File: src/rtl/frame_send_ctrl.sv
// Frame sequencer for the PRBS generator: runs a programmable number of fixed-length
// frames, separated by idle gaps, at a bit rate of f_clk/(speedctr+1).
module frame_send_ctrl #(
    parameter int SPEED_W = 4,
    parameter int LEN_W   = 16,
    parameter int GAP_W   = 16,
    parameter int CNT_W   = 8
) (
    input  logic               clk,
    input  logic               rst,
    input  logic               start,
    input  logic               stop,
    input  logic [SPEED_W-1:0] speedctr,
    input  logic [LEN_W-1:0]   frame_len,
    input  logic [CNT_W-1:0]   frame_num,
    input  logic [GAP_W-1:0]   gap_len,
    output logic               send_enable,
    output logic               bit_strobe,
    output logic               frame_start,
    output logic               frame_end,
    output logic               busy,
    output logic               done,
    output logic [CNT_W-1:0]   frames_sent,
    output logic               cfg_err
);

    typedef enum logic [1:0] {ST_IDLE, ST_SEND, ST_GAP, ST_DONE} state_e;

    localparam logic [CNT_W-1:0] CNT_MAX = '1;

    state_e             state_q, state_d;
    logic [SPEED_W-1:0] speed_q, speed_d, div_q, div_d;
    logic [LEN_W-1:0]   len_q, len_d, bit_q, bit_d;
    logic [CNT_W-1:0]   num_q, num_d, cnt_q, cnt_d, cnt_inc, cnt_d_inc;
    logic [GAP_W-1:0]   gaplen_q, gaplen_d, gap_q, gap_d;
    logic               tick;
    logic               send_enable_d, bit_strobe_d, frame_start_d, frame_end_d;
    logic               busy_d, done_d, cfg_err_d;
    logic [CNT_W-1:0]   frames_sent_d;

    // Outputs are registered copies of the decode of the next state, so the output
    // registers always describe the current cycle and are reused below as such.
    always_comb begin
        // NOTE: every signal gets a default first so no path leaves it unassigned,
        // which would otherwise infer a latch.
        state_d   = state_q;
        speed_d   = speed_q;
        len_d     = len_q;
        num_d     = num_q;
        gaplen_d  = gaplen_q;
        div_d     = div_q;
        bit_d     = bit_q;
        gap_d     = gap_q;
        cnt_d     = cnt_q;
        cfg_err_d = 1'b0;
        tick      = (div_q == speed_q);
        cnt_inc   = (cnt_q == CNT_MAX) ? cnt_q : cnt_q + CNT_W'(1);

        case (state_q)
            ST_IDLE: begin
                if (start) begin
                    if (frame_len == '0) begin
                        cfg_err_d = 1'b1;
                    end else begin
                        speed_d  = speedctr;
                        len_d    = frame_len;
                        num_d    = frame_num;
                        gaplen_d = gap_len;
                        div_d    = '0;
                        bit_d    = '0;
                        gap_d    = '0;
                        cnt_d    = '0;
                        state_d  = ST_SEND;
                    end
                end
            end
            ST_SEND: begin
                div_d = tick ? '0 : div_q + SPEED_W'(1);
                if (bit_strobe) bit_d = bit_q + LEN_W'(1);
                if (frame_end) begin
                    cnt_d = cnt_inc;
                    bit_d = '0;
                    if (num_q != '0 && cnt_inc == num_q) begin
                        state_d = ST_DONE;
                    end else if (gaplen_q != '0) begin
                        gap_d   = '0;
                        state_d = ST_GAP;
                    end
                end
                // An abort still lets a coincident frame_end count its completed frame.
                if (stop) state_d = ST_IDLE;
            end
            ST_GAP: begin
                div_d = tick ? '0 : div_q + SPEED_W'(1);
                if (tick) begin
                    gap_d = gap_q + GAP_W'(1);
                    if (gap_d == gaplen_q) begin
                        bit_d   = '0;
                        state_d = ST_SEND;
                    end
                end
                if (stop) state_d = ST_IDLE;
            end
            ST_DONE: state_d = ST_IDLE;
            default: state_d = ST_IDLE;
        endcase

        send_enable_d = (state_d == ST_SEND);
        bit_strobe_d  = send_enable_d && (div_d == speed_d);
        frame_end_d   = bit_strobe_d && (bit_d == len_d - LEN_W'(1));
        frame_start_d = send_enable_d && (div_d == '0) && (bit_d == '0);
        busy_d        = (state_d != ST_IDLE);
        done_d        = (state_d == ST_DONE);
        cnt_d_inc     = (cnt_d == CNT_MAX) ? cnt_d : cnt_d + CNT_W'(1);
        frames_sent_d = frame_end_d ? cnt_d_inc : cnt_d;
    end

    // NOTE: sequential state uses non-blocking assignments so every register samples
    // values from before the clock edge, independent of statement order.
    always_ff @(posedge clk or posedge rst) begin
        if (rst) begin
            state_q     <= ST_IDLE;
            speed_q     <= '0;
            len_q       <= '0;
            num_q       <= '0;
            gaplen_q    <= '0;
            div_q       <= '0;
            bit_q       <= '0;
            gap_q       <= '0;
            cnt_q       <= '0;
            send_enable <= 1'b0;
            bit_strobe  <= 1'b0;
            frame_start <= 1'b0;
            frame_end   <= 1'b0;
            busy        <= 1'b0;
            done        <= 1'b0;
            frames_sent <= '0;
            cfg_err     <= 1'b0;
        end else begin
            state_q     <= state_d;
            speed_q     <= speed_d;
            len_q       <= len_d;
            num_q       <= num_d;
            gaplen_q    <= gaplen_d;
            div_q       <= div_d;
            bit_q       <= bit_d;
            gap_q       <= gap_d;
            cnt_q       <= cnt_d;
            send_enable <= send_enable_d;
            bit_strobe  <= bit_strobe_d;
            frame_start <= frame_start_d;
            frame_end   <= frame_end_d;
            busy        <= busy_d;
            done        <= done_d;
            frames_sent <= frames_sent_d;
            cfg_err     <= cfg_err_d;
        end
    end

endmodule

File: config.mk
export PLATFORM = sky130hd
export DESIGN_NAME = frame_send_ctrl
export DESIGN_NICKNAME = d
export VERILOG_FILES = /design/src/rtl/frame_send_ctrl.sv
export SDC_FILE = /design/constraint.sdc
export NUM_CORES = 1
export LEC_CHECK = 0
export ABC_AREA = 1
export ABC_CLOCK_PERIOD_IN_PS = 4300
export CAP_MARGIN = 10
export CORE_MARGIN = 3
export CORE_UTILIZATION = 59
export DETAILED_ROUTE_END_ITERATION = 12
export MAX_ROUTING_LAYER = met4
export PLACE_DENSITY = 0.91
export SYNTH_ARGS = -nofsm -noshare
export SYNTH_HDL_FRONTEND = slang
export SYNTH_SLANG_ARGS = --single-unit
File: constraint.sdc
create_clock -name clk -period 4.3 [get_ports clk]
set_input_delay 1.29 -clock clk [delete_from_list [all_inputs] [get_ports clk]]
set_output_delay 1.29 -clock clk [all_outputs]
set_load 0.02 [all_outputs]
==> impl_summary.log, run 1 <==
INFO  metric num_vias = roughly 7700
INFO  metric final.min_clock_period = a little over 4 ns
INFO  metric postSynthAreaPerCell = roughly 6.7 µm²
INFO  metric hold_viol_final = 0
INFO  metric synthCells = between 1000 and 1500
INFO  metric min-delay-path-class = reg2reg
INFO  metric antenna_violating_nets_post_route = 0
INFO  metric num_cts_buffers = 9
INFO  metric rsz_0062_raised_after_global_routing = false
INFO  metric worstSetupEndpointType = flip-flop
INFO  metric clockBufferDepth = 2
INFO  metric startpoint_type = input port
INFO  metric crit_type = in2reg
INFO  metric p_int = 2.40 mW
INFO  metric power.clock.fraction = a little under 20%
INFO  metric count_of_synthesis_stage_warnings_from_yosys = 0
INFO  metric core-area = around 12000 µm²
INFO  metric clock.fmax = ~250 MHz
INFO  metric design.die.area = between 10000 and 15000 µm²
INFO  metric drc = 0
INFO  metric floorplan.initialDensity = about three fifths
INFO  metric hold_ws = around 0.53 ns
INFO  metric finalWeightedCongestion = roughly 1
INFO  metric ys_async_sr_fraction = 100%
INFO  metric pin_count = 63
INFO  metric post_cts_resized = 0
INFO  metric grt.overflow.total = 0
INFO  metric synth_cell_type_count = 50
INFO  metric synth-edff-count = 0
INFO  metric syn-cell-area = 7440 µm²
INFO  metric drive_above_1_share = 9.75%
INFO  metric syn2layout_area_growth = 18.9%
INFO  metric timing.clock.skew = 0.00992 ns
INFO  metric cp_data_arrival_time = 4.35 ns
INFO  metric reg2reg_to = frames_sent[0]
INFO  metric drt_pre_antenna_iters = 7
INFO  metric first_global_vias = ~7300
INFO  metric ctsHoldBuffers = 0
INFO  metric total_of_flip_flops_plus_latches_after_synthesis = 105
INFO  metric first_pass_grt_wire_length = roughly 34 mm
INFO  metric cp.required = between 4 and 5 ns
INFO  metric headroom_to_the_max_slew_limit = 38.6%
INFO  metric placed_area = 8550 µm²
INFO  metric dp.final_hpwl = around 15 mm
INFO  metric grt_start_max_net_pins = 57
INFO  metric power_density = roughly 470 nW/µm²
INFO  metric die_height = approximately 120 µm
INFO  metric cts_max_level = 3
INFO  metric synth_largest_type_area_fraction = 35.3%
INFO  metric numClockSinks = 105
INFO  metric ff2ff_path_depth = 13
INFO  metric synth-seq-area-share = a little over a third
INFO  metric drv_slew = 0
INFO  metric power.switching_fraction = 42.4%
INFO  metric worst_hold_path.endpoint = gap_q[15]
INFO  metric utilization = 72.7%
INFO  metric power.leakage = between 4 and 5 nW
INFO  metric dr.first_iter.drc_count = between 800 and 900
INFO  metric io_buffer_count = just over 60
INFO  metric rr_startpoint = state_q[0]
INFO  metric cap_violations = 0
INFO  metric synth_area_leaders = dfrtp_1, nand2_1, inv_1
INFO  metric post_drt_via_cell_ratio = approximately 5.6
INFO  metric p_switching = ~1.8 mW
INFO  metric irDropWorstVdd = 281 µV
INFO  metric clk_pin_slew = about 0.07 ns
INFO  metric clock_tree_from_tritoncts = yes
INFO  metric num_rows = 40
INFO  metric power = roughly 4.2 mW
INFO  metric comb_power_share = 47.0%
INFO  metric outcome = finished clean
INFO  metric drt-wirelength-per-cell = 14.4 µm
INFO  metric worst_slew_pin_slew = slightly above 0.9 ns
INFO  metric antenna_cells_inserted = 0
INFO  metric power.share.sequential = between 30% and 40%
INFO  metric worst_hold_path_cell_count = 2
INFO  metric route.final.wire_length = between 20 and 25 mm
INFO  metric setup_viol_count_final = 0
INFO  metric clock-root-buffer = clkbuf_16
INFO  metric finish.net_count = between 1000 and 1500
INFO  metric synth_nets = around 1200
INFO  metric r2r_setup_slack = 0.88 ns
INFO  metric postSynth.topFlopCell = dfrtp_1
INFO  metric die_x = 118 µm
INFO  metric tcrit_tclk_final = a little over nine tenths
INFO  metric cts_post_setup_buffers_inserted = 0
INFO  metric min_from = gap_q[15]
INFO  metric timing.critical_path.fanout_max = 8
INFO  metric overall_global_routing_usage = 30.2%
INFO  metric clkLatencyLatePin = between 0.3 and 0.4 ns
INFO  metric grt_antenna_before_repair = 0
INFO  metric finalInstanceArea = between 8000 and 9000 µm²
INFO  metric synth.largest_area_cell = dfrtp_1
==> layout by cell type, fill, tap and decap left out, types with 3 or more instances in the layout <==
cell             count
nand2_1            349
inv_1              163
nor2_1             109
dfrtp_1            105
nand3_1            101
clkdlybuf4s50_1     62
nand4_1             54
buf_4               49
o21ai_0             37
a21oi_1             32
xor2_1              14
nand2_2             13
nor2_2              13
nor3_1              13
xnor2_1             10
ha_1                10
o31ai_1              9
clkbuf_16            9
nor2_4               7
mux2_2               6
o21ai_1              5
o21bai_1             3
o22ai_1              3
nand3b_1             3
nor4_1               3
==> cell usage after synthesis, types with 9 or more instances <==
master    count
nand2_1     349
inv_1       164
nor2_1      110
dfrtp_1     105
nand3_1     101
nand4_1      54
o21ai_0      37
a21oi_1      32
xor2_1       14
nand2_2      13
nor2_2       13
nor3_1       13
ha_1         10
xnor2_1      10
clkbuf_1      9
o31ai_1       9
==> state kept, by name (all words and copies together) (netlist names), 4 cells and up <==
register / flops
len_q: 16
bit_q: 16
frames_sent: 8
cnt_q: 8
num_q: 8
div_q: 4
speed_q: 4
gap_q: 16
gaplen_q: 16
==> worst max path at each step <==
stage	endpoint	depth (start not counted)	from
floorplan	bit_q[0]	1	rst
global placement	frames_sent[1]	19	frame_len[6]
detailed placement	frames_sent[6]	21	frame_len[6]
CTS	frames_sent[0]	21	frame_len[6]
global route	frames_sent[0]	21	frame_len[6]
finish	frames_sent[0]	19	frame_len[6]
==> area by class of cell <==
class / instances / area, µm²
clock buffers: 11 / 233
clock inverters: 4 / 55.1
fillers: 981 / 3310
inverters: 167 / 629
multi-input cells: 821 / 4060
flip-flops and latches: 105 / 2630
well taps: 168 / 210
repair buffers: 113 / 1030
==> per-stage QoR <==
stage	cells	setup WS [ns]	setup TNS, ns
floorplan	1116	0.249	0
global placement	1374	0.00995	0
detailed placement	1374	-0.0828	-0.602
CTS	1389	0.217	0
global route	1389	0.00498	0
finish	1389	0.238	0
==> cells by family after synthesis <==
logic type	share of synthesized area, %
flops	35.3
fa+ha+maj	1.68
simple gates	41.1
mux	0.908
buf+inv	10.1
xor+xnor	2.83
compound gates	8.01
==> per-layer routing <==
metal | global-route usage, % | wire length (µm) | up-vias
met5 | - | 0 | -
met4 | 12.7 | 827 | 0
met3 | 5.69 | 1460 | 75
met2 | 49.8 | 9680 | 359
met1 | 36.4 | 8090 | 3528
li1 | - | - | 3777
==> critical path: stages <==
cell and delay (ns):
clkdlybuf4s50_1 0.48, nor2_1 0.19, nand2_1 0.08, nor2_2 0.15, nand2_4 0.10, nand3_4 0.12, nand2_1 0.07, nand2_1 0.15
nand3_1 0.20, nor2_2 0.26, xor2_1 0.28, nand3b_2 0.18, nand2_1 0.08, nor2_2 0.09, nand2_2 0.10, nor2_8 0.14
buf_4 0.17, nand4_1 0.10, nand2_1 0.11
==> power groups by stage <==
| stage | combinational [mW] | clock (mW) | sequential (mW) |
|---|---|---|---|
| 2_1_floorplan | 1.30 | 0 | 1.37 |
| 5_1_grt | 2.18 | 0.873 | 1.40 |
| 6_report | 1.95 | 0.828 | 1.38 |
| 3_5_place_dp | 1.92 | 0 | 1.39 |
| 4_1_cts | 1.93 | 0.829 | 1.37 |
| 3_3_place_gp | 1.86 | 0 | 1.38 |
No activity file was read; power rests on OpenSTA's default activity.
==> run 2: changes to the inputs <==
--- a/config.mk
+++ b/config.mk
@@ -6,7 +6,6 @@
 export NUM_CORES = 1
 export LEC_CHECK = 0
 export ABC_AREA = 1
-export ABC_CLOCK_PERIOD_IN_PS = 4300
 export CAP_MARGIN = 10
 export CORE_MARGIN = 3
 export CORE_UTILIZATION = 59
==> results of run 2 <==
No change in the layout: final DEF, timing and power equal those of run 1.
